<file path="config.mk">
export PLATFORM = sky130hd
export DESIGN_NAME = sdram_local_arbiter_flat
export DESIGN_NICKNAME = d
export VERILOG_FILES = /design/src/rtl/sdram_local_arbiter_if.sv /design/src/rtl/sdram_local_arbiter.sv /design/src/flat_wrapper.sv
export SDC_FILE = /design/constraint.sdc
export NUM_CORES = 1
export LEC_CHECK = 0
export CORE_MARGIN = 3
export CORE_UTILIZATION = 30
export DETAILED_ROUTE_END_ITERATION = 8
export PLACE_DENSITY = 0.79
export SYNTH_ARGS = -nofsm -noshare
export SYNTH_HDL_FRONTEND = slang
export SYNTH_SLANG_ARGS = --single-unit
</file>
<file path="constraint.sdc">
create_clock -name i_phy_clk -period 5.55 [get_ports i_phy_clk]
set_clock_uncertainty 0.2 [all_clocks]
set_input_delay 1.665 -clock i_phy_clk [delete_from_list [all_inputs] [get_ports i_phy_clk]]
set_output_delay 1.665 -clock i_phy_clk [all_outputs]
set_load 0.005 [all_outputs]
</file>
<file path="src/rtl/sdram_local_arbiter_if.sv">
// Channel-side and controller-side signal bundle for the SDRAM local arbiter.
// The master modport is the arbiter's view; slave is the surrounding fabric.
interface sdram_local_arbiter_if #(
    parameter int NUM_CH = 2,
    parameter int ADDR_W = 23,
    parameter int DATA_W = 32,
    parameter int BE_W   = DATA_W / 8,
    parameter int SIZE_W = 3
);
    logic [NUM_CH*ADDR_W-1:0] ch_address;
    logic [NUM_CH-1:0]        ch_read_req;
    logic [NUM_CH-1:0]        ch_write_req;
    logic [NUM_CH*SIZE_W-1:0] ch_size;
    logic [NUM_CH*DATA_W-1:0] ch_wdata;
    logic [NUM_CH*BE_W-1:0]   ch_be;
    logic [NUM_CH-1:0]        ch_ready;
    logic [DATA_W-1:0]        ch_rdata;
    logic [NUM_CH-1:0]        ch_rdata_valid;

    logic [ADDR_W-1:0]        local_address;
    logic [SIZE_W-1:0]        local_size;
    logic [DATA_W-1:0]        local_wdata;
    logic [BE_W-1:0]          local_be;
    logic                     local_read_req;
    logic                     local_write_req;
    logic                     local_burstbegin;
    logic                     local_ready;
    logic                     local_init_done;
    logic                     local_rdata_valid;
    logic [DATA_W-1:0]        local_rdata;

    modport master (
        input  ch_address, ch_read_req, ch_write_req, ch_size, ch_wdata, ch_be,
        output ch_ready, ch_rdata, ch_rdata_valid,
        output local_address, local_size, local_wdata, local_be,
        output local_read_req, local_write_req, local_burstbegin,
        input  local_ready, local_init_done, local_rdata_valid, local_rdata
    );

    modport slave (
        output ch_address, ch_read_req, ch_write_req, ch_size, ch_wdata, ch_be,
        input  ch_ready, ch_rdata, ch_rdata_valid,
        input  local_address, local_size, local_wdata, local_be,
        input  local_read_req, local_write_req, local_burstbegin,
        output local_ready, local_init_done, local_rdata_valid, local_rdata
    );
endinterface

</file>
<file path="src/rtl/sdram_local_arbiter.sv">
// Round-robin N-channel front end for the DDR controller local port: locks the
// grant across write bursts and tags reads so returning data reaches its issuer.
module sdram_local_arbiter #(
    parameter int NUM_CH    = 2,
    parameter int ADDR_W    = 23,
    parameter int DATA_W    = 32,
    parameter int BE_W      = DATA_W / 8,
    parameter int SIZE_W    = 3,
    parameter int TAG_DEPTH = 8
) (
    input  logic                         i_phy_clk,
    input  logic                         i_reset_phy_clk,
    sdram_local_arbiter_if.master        bus,
    output logic [$clog2(TAG_DEPTH):0]   o_rd_outstanding,
    output logic                         o_err_orphan_rdata
);
    localparam int CH_W  = (NUM_CH > 1) ? $clog2(NUM_CH) : 1;
    localparam int PTR_W = $clog2(TAG_DEPTH);
    localparam logic [PTR_W:0]      FULL_CNT = (PTR_W + 1)'(TAG_DEPTH);
    localparam logic [SIZE_W-1:0]   ONE_BEAT = SIZE_W'(1);

    typedef enum logic {IDLE, WR_BURST} state_t;

    state_t              r_state;
    logic [CH_W-1:0]     r_grant;
    logic [CH_W-1:0]     r_rr_ptr;
    logic [SIZE_W-1:0]   r_beats_left;
    logic [CH_W-1:0]     r_tag_ch    [TAG_DEPTH];
    logic [SIZE_W-1:0]   r_tag_beats [TAG_DEPTH];
    logic [PTR_W-1:0]    r_wr_ptr;
    logic [PTR_W-1:0]    r_rd_ptr;
    logic [PTR_W:0]      r_count;
    logic                r_err;

    logic [NUM_CH-1:0]   w_elig;
    logic                w_found;
    logic [CH_W-1:0]     w_sel;
    logic [CH_W-1:0]     w_next;
    logic [SIZE_W-1:0]   w_size;
    logic                w_is_write;
    logic                w_is_read;
    logic                w_req;
    logic                w_fwd;
    logic                w_accept;
    logic                w_push;
    logic                w_empty;
    logic                w_rvalid;
    logic                w_pop;

    assign w_elig = bus.ch_read_req | bus.ch_write_req;

    // During a burst the locked grant is the only candidate; otherwise search from rr_ptr with wrap.
    always_comb begin
        w_found = 1'b0;
        w_sel   = r_grant;
        if (r_state == IDLE) begin
            for (int k = 0; k < NUM_CH; k++) begin
                if (!w_found && w_elig[(int'(r_rr_ptr) + k) % NUM_CH]) begin
                    w_found = 1'b1;
                    w_sel   = CH_W'((int'(r_rr_ptr) + k) % NUM_CH);
                end
            end
        end
    end

    always_comb begin
        w_size = bus.ch_size[int'(w_sel)*SIZE_W +: SIZE_W];
        if (w_size == '0) begin
            w_size = ONE_BEAT;
        end
        w_is_write = bus.ch_write_req[w_sel];
        w_is_read  = (r_state == IDLE) && !w_is_write && bus.ch_read_req[w_sel];
        w_req      = (r_state == IDLE) ? w_found : w_is_write;
        w_fwd      = w_req && !i_reset_phy_clk && bus.local_init_done &&
                     (!w_is_read || (r_count < FULL_CNT));
        w_accept   = w_fwd && bus.local_ready;
        w_push     = w_accept && w_is_read;
        w_next     = (int'(w_sel) == NUM_CH - 1) ? '0 : w_sel + CH_W'(1);
    end

    assign w_empty  = (r_count == '0);
    assign w_rvalid = bus.local_rdata_valid && !w_empty && !i_reset_phy_clk;
    assign w_pop    = w_rvalid && (r_tag_beats[r_rd_ptr] == ONE_BEAT);

    assign bus.local_address    = bus.ch_address[int'(w_sel)*ADDR_W +: ADDR_W];
    assign bus.local_wdata      = bus.ch_wdata[int'(w_sel)*DATA_W +: DATA_W];
    assign bus.local_be         = bus.ch_be[int'(w_sel)*BE_W +: BE_W];
    assign bus.local_size       = w_size;
    assign bus.local_read_req   = w_fwd && w_is_read;
    assign bus.local_write_req  = w_fwd && w_is_write;
    assign bus.local_burstbegin = w_fwd && (w_is_read || (r_state == IDLE));
    assign bus.ch_ready         = w_accept ? (NUM_CH'(1) << w_sel) : '0;
    assign bus.ch_rdata         = bus.local_rdata;
    assign bus.ch_rdata_valid   = w_rvalid ? (NUM_CH'(1) << r_tag_ch[r_rd_ptr]) : '0;

    assign o_rd_outstanding   = i_reset_phy_clk ? '0 : r_count;
    assign o_err_orphan_rdata = r_err;

    always_ff @(posedge i_phy_clk) begin
        if (i_reset_phy_clk) begin
            r_state      <= IDLE;
            r_grant      <= '0;
            r_rr_ptr     <= '0;
            r_beats_left <= '0;
            r_wr_ptr     <= '0;
            r_rd_ptr     <= '0;
            r_count      <= '0;
            r_err        <= 1'b0;
        end else begin
            case (r_state)
                IDLE: begin
                    if (w_accept) begin
                        if (w_is_write && (w_size != ONE_BEAT)) begin
                            r_beats_left <= w_size - ONE_BEAT;
                            r_grant      <= w_sel;
                            r_state      <= WR_BURST;
                        end else begin
                            r_rr_ptr <= w_next;
                        end
                    end
                end
                WR_BURST: begin
                    if (w_accept) begin
                        r_beats_left <= r_beats_left - ONE_BEAT;
                        if (r_beats_left == ONE_BEAT) begin
                            r_rr_ptr <= w_next;
                            r_state  <= IDLE;
                        end
                    end
                end
                default: r_state <= IDLE;
            endcase

            if (w_push) r_wr_ptr <= r_wr_ptr + PTR_W'(1);
            if (w_pop)  r_rd_ptr <= r_rd_ptr + PTR_W'(1);
            case ({w_push, w_pop})
                2'b10:   r_count <= r_count + 1'b1;
                2'b01:   r_count <= r_count - 1'b1;
                default: r_count <= r_count;
            endcase
            if (bus.local_rdata_valid && w_empty) r_err <= 1'b1;
        end
    end

    // Push never targets the head slot while it is live, so the in-place countdown cannot collide.
    always_ff @(posedge i_phy_clk) begin
        if (w_push) begin
            r_tag_ch[r_wr_ptr]    <= w_sel;
            r_tag_beats[r_wr_ptr] <= w_size;
        end
        if (w_rvalid && !w_pop) begin
            r_tag_beats[r_rd_ptr] <= r_tag_beats[r_rd_ptr] - ONE_BEAT;
        end
    end
endmodule

</file>
<file path="src/flat_wrapper.sv">
// flat-port wrapper written by rule: the top's interface ports become plain ports
module sdram_local_arbiter_flat 
#(
    parameter int NUM_CH    = 2,
    parameter int ADDR_W    = 23,
    parameter int DATA_W    = 32,
    parameter int BE_W      = DATA_W / 8,
    parameter int SIZE_W    = 3,
    parameter int TAG_DEPTH = 8
)
  (i_phy_clk, i_reset_phy_clk, o_rd_outstanding, o_err_orphan_rdata, bus_ch_address, bus_ch_read_req, bus_ch_write_req, bus_ch_size, bus_ch_wdata, bus_ch_be, bus_ch_ready, bus_ch_rdata, bus_ch_rdata_valid, bus_local_address, bus_local_size, bus_local_wdata, bus_local_be, bus_local_read_req, bus_local_write_req, bus_local_burstbegin, bus_local_ready, bus_local_init_done, bus_local_rdata_valid, bus_local_rdata);
  sdram_local_arbiter_if #(.NUM_CH(NUM_CH), .ADDR_W(ADDR_W), .DATA_W(DATA_W), .BE_W(BE_W), .SIZE_W(SIZE_W)) bus_i ();
  input  logic i_phy_clk;
  input  logic i_reset_phy_clk;
  output logic [$clog2(TAG_DEPTH):0] o_rd_outstanding;
  output logic o_err_orphan_rdata;
  input wire logic [$bits(bus_i.ch_address)-1:0] bus_ch_address;
  input wire logic [$bits(bus_i.ch_read_req)-1:0] bus_ch_read_req;
  input wire logic [$bits(bus_i.ch_write_req)-1:0] bus_ch_write_req;
  input wire logic [$bits(bus_i.ch_size)-1:0] bus_ch_size;
  input wire logic [$bits(bus_i.ch_wdata)-1:0] bus_ch_wdata;
  input wire logic [$bits(bus_i.ch_be)-1:0] bus_ch_be;
  output wire logic [$bits(bus_i.ch_ready)-1:0] bus_ch_ready;
  output wire logic [$bits(bus_i.ch_rdata)-1:0] bus_ch_rdata;
  output wire logic [$bits(bus_i.ch_rdata_valid)-1:0] bus_ch_rdata_valid;
  output wire logic [$bits(bus_i.local_address)-1:0] bus_local_address;
  output wire logic [$bits(bus_i.local_size)-1:0] bus_local_size;
  output wire logic [$bits(bus_i.local_wdata)-1:0] bus_local_wdata;
  output wire logic [$bits(bus_i.local_be)-1:0] bus_local_be;
  output wire logic [$bits(bus_i.local_read_req)-1:0] bus_local_read_req;
  output wire logic [$bits(bus_i.local_write_req)-1:0] bus_local_write_req;
  output wire logic [$bits(bus_i.local_burstbegin)-1:0] bus_local_burstbegin;
  input wire logic [$bits(bus_i.local_ready)-1:0] bus_local_ready;
  input wire logic [$bits(bus_i.local_init_done)-1:0] bus_local_init_done;
  input wire logic [$bits(bus_i.local_rdata_valid)-1:0] bus_local_rdata_valid;
  input wire logic [$bits(bus_i.local_rdata)-1:0] bus_local_rdata;
  assign bus_i.ch_address = bus_ch_address;
  assign bus_i.ch_read_req = bus_ch_read_req;
  assign bus_i.ch_write_req = bus_ch_write_req;
  assign bus_i.ch_size = bus_ch_size;
  assign bus_i.ch_wdata = bus_ch_wdata;
  assign bus_i.ch_be = bus_ch_be;
  assign bus_ch_ready = bus_i.ch_ready;
  assign bus_ch_rdata = bus_i.ch_rdata;
  assign bus_ch_rdata_valid = bus_i.ch_rdata_valid;
  assign bus_local_address = bus_i.local_address;
  assign bus_local_size = bus_i.local_size;
  assign bus_local_wdata = bus_i.local_wdata;
  assign bus_local_be = bus_i.local_be;
  assign bus_local_read_req = bus_i.local_read_req;
  assign bus_local_write_req = bus_i.local_write_req;
  assign bus_local_burstbegin = bus_i.local_burstbegin;
  assign bus_i.local_ready = bus_local_ready;
  assign bus_i.local_init_done = bus_local_init_done;
  assign bus_i.local_rdata_valid = bus_local_rdata_valid;
  assign bus_i.local_rdata = bus_local_rdata;
  sdram_local_arbiter #(.NUM_CH(NUM_CH), .ADDR_W(ADDR_W), .DATA_W(DATA_W), .BE_W(BE_W), .SIZE_W(SIZE_W), .TAG_DEPTH(TAG_DEPTH)) u_core (.i_phy_clk(i_phy_clk), .i_reset_phy_clk(i_reset_phy_clk), .bus(bus_i), .o_rd_outstanding(o_rd_outstanding), .o_err_orphan_rdata(o_err_orphan_rdata));
endmodule
</file>
==> flow_metrics.tcl, run 1 <==
set metrics [dict create \
    powerDensity_nw_per_um2 182 \
    rows 41 \
    synth_compound_area_frac 0.0685 \
    synth_area_per_cell_um2 8.26 \
    ff_latch_area_um2 1360 \
    slowest_stage "clkdlybuf4s50_1" \
    cts_tree "built" \
    synthXorXnorAreaFrac 0.0196 \
    synth-main-ff-cell "edfxtp_1" \
    clock_latency_ns 0.29 \
    ys_types 54 \
    tightest_slew_ns 0.603 \
    synthSimpleGateAreaFrac 0.288 \
    syn_nets 662 \
    worstPathMaxFanout 3 \
    async_flop_share 0 \
    timing.final.ws_setup_ns 0.0684 \
    start_util 0.312 \
    yosys.cell_count.top_type "nand2_1" \
    drcViolationCount 0 \
    die_x_um 122 \
    dpl.hpwl_mm 10.7 \
    yosysWarnings 0 \
    fmax_ghz 0.182 \
    track_usage 0.173 \
    wl_met2_mm 6.94 \
    chipHeight_um 122 \
    numCtsBuffers 5 \
    synthesis.area_um2 4020 \
    cts.path.max_buffers 2 \
    io_pins 271 \
    syn_to_final_growth_pct 61.1 \
    irDropWorstVdd_v 0.000104 \
    finalSetupViolCount 0 \
    synth-seq-cells 52 \
    rsz0062_at_grt "yes" \
    yosysSeqAreaShare 0.339 \
    routed_via_density 4.59 \
    synth_top_area_share 0.239 \
    wl_met3_um 759 \
    finalCritPeriodShare 0.988 \
    drt-total-wl_mm 13.3 \
    clkSinkCount 52 \
    hold_path.class "register to register" \
    multi_input_comb_area_um2 2300 \
    top_layer "met4" \
    final_antenna_net_count 0 \
    synthAdderAreaFrac 0.0343 \
    slew_viol_final 0 \
    wl_met1_mm 5.39 \
    slowest_delay_ns 0.52 \
    drtIter0Drc 135 \
    synth_top_family_by_area "simple AND/OR/NAND/NOR gates" \
    grt_first_pass_wirelength_mm 20.1 \
    startpoint_type "input port" \
    gp_congestion 0.813 \
    placed_area_um2 6180 \
    wl_per_cell_um 15.8 \
    num_vias 3861 \
    grt_max_degree 31 \
    drive_gt1_frac 0.0942 \
    post-synth-top-area-cell "edfxtp_1" \
    crit_required_ns 3.69 \
    synth_area_leaders "edfxtp_1 24%, nand2_1 18%, dfxtp_1 10%, mux2i_1 9.0%, buf_4 6.0%" \
    h-tree-depth 2 \
    clockRootBuffer "clkbuf_16" \
    clkSlewWorstSetupHoldPaths_ns 0.06 \
    cts_hold_buf 0 \
    design_area_um2 6470 \
    maxCapViolations 0 \
    portBuffers 206 \
    path_cells "dlygate4sd2_1 -> o21a_1 -> o32ai_4 -> mux2_4 -> nand2_2 -> o2111ai_4 -> nor2_2 -> clkdlybuf4s50_1" \
    leakagePower_nw 2.69 \
    first_global_vias 3841 \
    n_antenna_cell 0 \
    outcome "complete, no violations" \
    grt_antenna_before_repair 0 \
    core_area_um2 12900 \
    synth-edff-count 32 \
    nFillCells 1171 \
    dieArea_um2 14800 \
    syn_inst 486 \
    grt-ovfl-total 0 \
    min_period_ns 5.48 \
    cp.arrival_ns 3.62 \
    drtPass1Iterations 4 \
    yosys-mux-area-fraction 0.149 \
    yosys-top-cells-count "192 x nand2_1, 36 x mux2i_1, 32 x buf_4, 32 x edfxtp_1, 21 x nor2_1" \
    finalSetupTns_ns 0 \
    end_kind "output pin" \
    finalNetCount 844 \
    critPathKind "input port to output pin" \
    place_worst_setup_slack_ns -0.489 \
    finalHoldViolCount 0 \
    timing.max_slew.rel_slack 0.597 \
]
==> cell families (layout without fill, tap and decap cells) <==
family,count (synthesis),count (layout)
multiplexers,47,47
flip-flops,52,52
XOR/XNOR,9,9
adder cells (fa/ha/maj),11,11
AO/OA/AOI/OAI,39,39
buffers and inverters,70,253
AND/OR/NAND/NOR,258,258
==> final timing paths <==
check,startpoint,to,slack (ns),depth (start not counted)
hold / removal,u_core.o_err_orphan_rdata,u_core.o_err_orphan_rdata,0.27,2
setup reg to reg,register,u_core.r_count[2],1.71,13
setup / recovery,bus_ch_read_req[1],bus_local_burstbegin,0.07,8
hold reg to reg,u_core.o_err_orphan_rdata,u_core.o_err_orphan_rdata,0.27,2
==> layout make-up <==
type	instances	share of cell area
Inverter	13	0.00793
Sequential cell	52	0.210
Tap cell	172	0.0333
Multi-Input combinational cell	364	0.355
Clock inverter	2	0.00542
Clock buffer	6	0.0205
Timing Repair Buffer	232	0.367
==> routing by layer <==
metal	global-route usage	vias up
li1	-	1963
met1	0.212	1743
met2	0.307	141
met3	0.0418	14
met4	0.0385	0
met5	0	-
==> report_power, final <==
group | internal (mW) | switching, mW | leakage, nW | total, mW
clock network | 0.217 | 0.134 | 0.0843 | 0.351
logic | 0.250 | 0.159 | 2.16 | 0.408
registers | 0.416 | 0.00370 | 0.450 | 0.420
total | 0.883 | 0.296 | 2.69 | 1.18
==> state kept, by name, indices dropped and copies added, names as in the netlist, named ones only <==
| register | cells |
|---|---|
| u_core.r_state | 1 |
| u_core.r_grant | 1 |
| u_core.o_err_orphan_rdata | 1 |
| u_core.r_tag_ch | 8 |
| u_core.r_rr_ptr | 1 |
| u_core.r_rd_ptr | 3 |
| u_core.r_tag_beats | 24 |
| u_core.r_wr_ptr | 3 |
| u_core.r_beats_left | 3 |
| u_core.r_count | 4 |
==> cells in the final DEF (no fill, tap or decap), types with 3 or more instances in the layout <==
master           Yosys  final
ha_1                11     11
nor2b_1              9      9
nor2_1              21     18
or2_1                5      5
dfxtp_1             20     20
and3_1               3      3
xnor2_1              3      3
inv_1               11     11
nor3_1               3      3
mux4_1               6      6
mux2i_1             36     35
and2_1               4      4
o21bai_1             3      3
clkbuf_16            0      5
buf_12               0      6
xor2_1               6      6
dlygate4sd2_1        0      8
a21oi_1             11     10
nor3b_1              3      3
edfxtp_1            32     32
buf_4               32     17
dlymetal6s2s_1       0      6
nand2_1            192    191
clkdlybuf4s50_1      0    191
o21ai_0              9      9
nor2_2               1      3
==> timing repair <==
item	in CTS	in global routing
pin swaps	3	2
resized for setup	23	12
setup buffers	2	0
cloned	1	0
setup endpoints to repair	66	31
==> critical path: cells and delay by family <==
family,cells,cell delay (ns)
buffers and inverters,2,0.78
multiplexers,1,0.34
AND/OR/NAND/NOR,2,0.22
AO/OA/AOI/OAI,3,0.61
==> through the flow <==
step	hold WS (ns)	cells	power (mW)	util
after CTS	0.280	841	1.19	0.501
after global routing	0.330	841	1.23	0.502
final	0.271	841	1.18	0.502
after detailed placement	0.270	831	0.823	0.480
after floorplan	0.260	486	0.576	-
after global placement	0.256	831	0.820	0.480
Power figures use the tool's default switching activity.
==> run 2, diff against run 1 <==
CORE_UTILIZATION = 37   (was 30)
PLACE_DENSITY = 0.92   (was 0.79)
==> run 2 against run 1 <==
Effect of this change: clock-buffer cell count down 1; global-route usage up 7.4 points; critical path depth up 2; non-clock buffer count up 5; largest cell class unchanged; core utilization up 11 points; total power up 1.8%; sequential share of layout area up 0.21 points; largest power group is now combinational cells.
==> flow_metrics.tcl, run 2 (synthesis results as in run 1) <==
set metrics [dict create \
    outcome "complete, no violations" \
    gp_congestion 0.998 \
    drcViolationCount 0 \
    min_period_ns 5.48 \
    leakagePower_nw 2.70 \
    h-tree-depth 2 \
    met2_usage 0.423 \
    mostFrequentLayoutCells "192 x nand2_1, 192 x clkdlybuf4s50_1, 36 x mux2i_1, 32 x edfxtp_1, 24 x buf_4" \
    finalHoldViolCount 0 \
    critPathKind "input port to output pin" \
    num_vias 4326 \
    tightest_slew_ns 0.717 \
    clock_latency_ns 0.31 \
    drt-total-wl_mm 15.4 \
    syn_to_final_growth_pct 59.5 \
    use_met1 0.272 \
    grt-busiest-layer "met2" \
    p_seq_frac 0.350 \
    powerDensity_nw_per_um2 188 \
    dpl.hpwl_mm 12.1 \
    start_util 0.384 \
    rsz0062_at_grt "no" \
    critical_path.top_delay_family "buffers and inverters" \
    worstSetupStartpoint "bus_ch_read_req[1]" \
    timing.final.ws_setup_ns 0.0685 \
    fmax_ghz 0.182 \
    clkSinkCount 52 \
    chipHeight_um 110 \
    grt_antenna_before_repair 0 \
    core_area_um2 10500 \
    top_register "u_core.r_tag_beats" \
    worstPathMaxFanout 3 \
    grt-ovfl-total 0 \
    rows 37 \
    io_pins 271 \
    slowest_delay_ns 0.30 \
    hold_path.class "register to register" \
    stdcell_count 810 \
    first_global_vias 4305 \
    routed_via_density 5.34 \
    finalSetupViolCount 0 \
    drive_gt1_frac 0.0935 \
    drtPass1Iterations 5 \
    timing.max_slew.rel_slack 0.521 \
    grt_max_degree 44 \
    cp.arrival_ns 3.62 \
    end_kind "output pin" \
    dieArea_um2 12100 \
    cts.path.max_buffers 2 \
    ff_latch_area_um2 1360 \
    power_mw 1.20 \
    finalCritPeriodShare 0.988 \
    gr-usage-met3 0.0559 \
    place_worst_setup_slack_ns -0.376 \
    n_antenna_cell 0 \
    swShare 0.256 \
    p_clk_frac 0.296 \
    startpoint_type "input port" \
    maxCapViolations 0 \
    irDropWorstVdd_v 0.000159 \
    clkSlewWorstSetupHoldPaths_ns 0.09 \
    portBuffers 206 \
    multi_input_comb_area_um2 2270 \
    reg2reg_slack_ns 1.58 \
    largest_reg_flops 24 \
    path_cells "dlygate4sd2_1 -> o21a_1 -> o32ai_4 -> buf_4 -> mux2_4 -> nand2_1 -> o2111ai_2 -> a21oi_2 -> buf_4 -> dlygate4sd2_1" \
    hold-worst-slack_ns 0.296 \
    place_inst 795 \
    comb_power_share 0.354 \
    slowest_stage "mux2_4" \
    crit_required_ns 3.69 \
    grt_first_pass_wirelength_mm 22.7 \
    nFillCells 837 \
    clockRootBuffer "clkbuf_8" \
    wl_per_cell_um 19.0 \
    final_antenna_net_count 0 \
    finalNetCount 849 \
    cp_num_buf_inv 4 \
    intPower_mw 0.893 \
    track_usage 0.246 \
    cts_tree "built" \
    drtIter0Drc 339 \
    top_regs "u_core.r_tag_beats x24, u_core.r_tag_ch x8, u_core.r_count x4" \
    slew_viol_final 0 \
    min_from "u_core.o_err_orphan_rdata" \
    numCtsBuffers 5 \
    die_x_um 110 \
    power.switching_mw 0.308 \
]
-- run 2: cell count changes in the layout (fill, tap and decap cells not counted), moves of 2 or more --
cell | before | now
buf_12 | 6 | 4
buf_4 | 17 | 24
dlymetal6s2s_1 | 6 | 4
bufinv_16 | 1 | 3
clkbuf_16 | 5 | 0
clkbuf_8 | 0 | 5
bufbuf_16 | 0 | 2
dlygate4sd2_1 | 8 | 10
nor2_1 | 18 | 20
buf_16 | 2 | 0
-- run 2: through the flow --
step,setup TNS (ns),util,area (um^2)
final,0,0.612,6400
after global routing,0,0.612,6400
after CTS,0,0.610,6380
after detailed placement,-13.73,0.584,6110
after global placement,-11.21,0.584,6110
after floorplan,0,-,4020
-- run 2: power groups by stage --
stage | Combinational [mW] | Clock [mW] | Sequential, mW
after detailed placement | 0.401 | 0 | 0.429
final | 0.426 | 0.356 | 0.420
after global routing | 0.455 | 0.371 | 0.420
after CTS | 0.422 | 0.353 | 0.420
after global placement | 0.390 | 0 | 0.428
after floorplan | 0.148 | 0 | 0.427
-- run 2: worst reg2reg max path, delay by kind of cell (launching register included) --
kind                       cells  cell delay (ns)
muxes                          2             1.04
adders and majority gates      3             0.71
DFF                            1             0.64
and+or+nand+nor                3             0.61
AOI/OAI and AO/OA              2             0.32
xor gates and xnor gates       2             0.28
buffers and inverters          1             0.09
-- run 2: worst paths after layout --
check                                    to  depth (start not counted)
setup / recovery        bus_local_write_req                         10
hold / removal    u_core.o_err_orphan_rdata                          2
setup reg to reg          u_core.r_count[2]                         13
hold reg to reg   u_core.o_err_orphan_rdata                          2
-- run 2: layout make-up --
type	count	area share
Clock buffer	5	0.0107
Clock inverter	3	0.0141
Inverter	13	0.00762
Multi-Input combinational cell	364	0.354
Sequential cell	52	0.213
Tap cell	136	0.0266
Timing Repair Buffer	237	0.374
-- run 2: metal layers --
layer | routed length, um | vias to the layer above | part of all wire
li1 | - | 1967 | -
met1 | 5340 | 2035 | 0.35
met2 | 7730 | 262 | 0.50
met3 | 1140 | 62 | 0.074
met4 | 1200 | 0 | 0.078
met5 | 0 | - | 0
-- run 2: timing repair --
action	4_1_cts	5_1_grt
resized for setup	18	5
buffers inserted	4	1
hold buffers	0	0
endpoints found under the setup margin	67	31
cloned	2	0
pin swaps	2	1
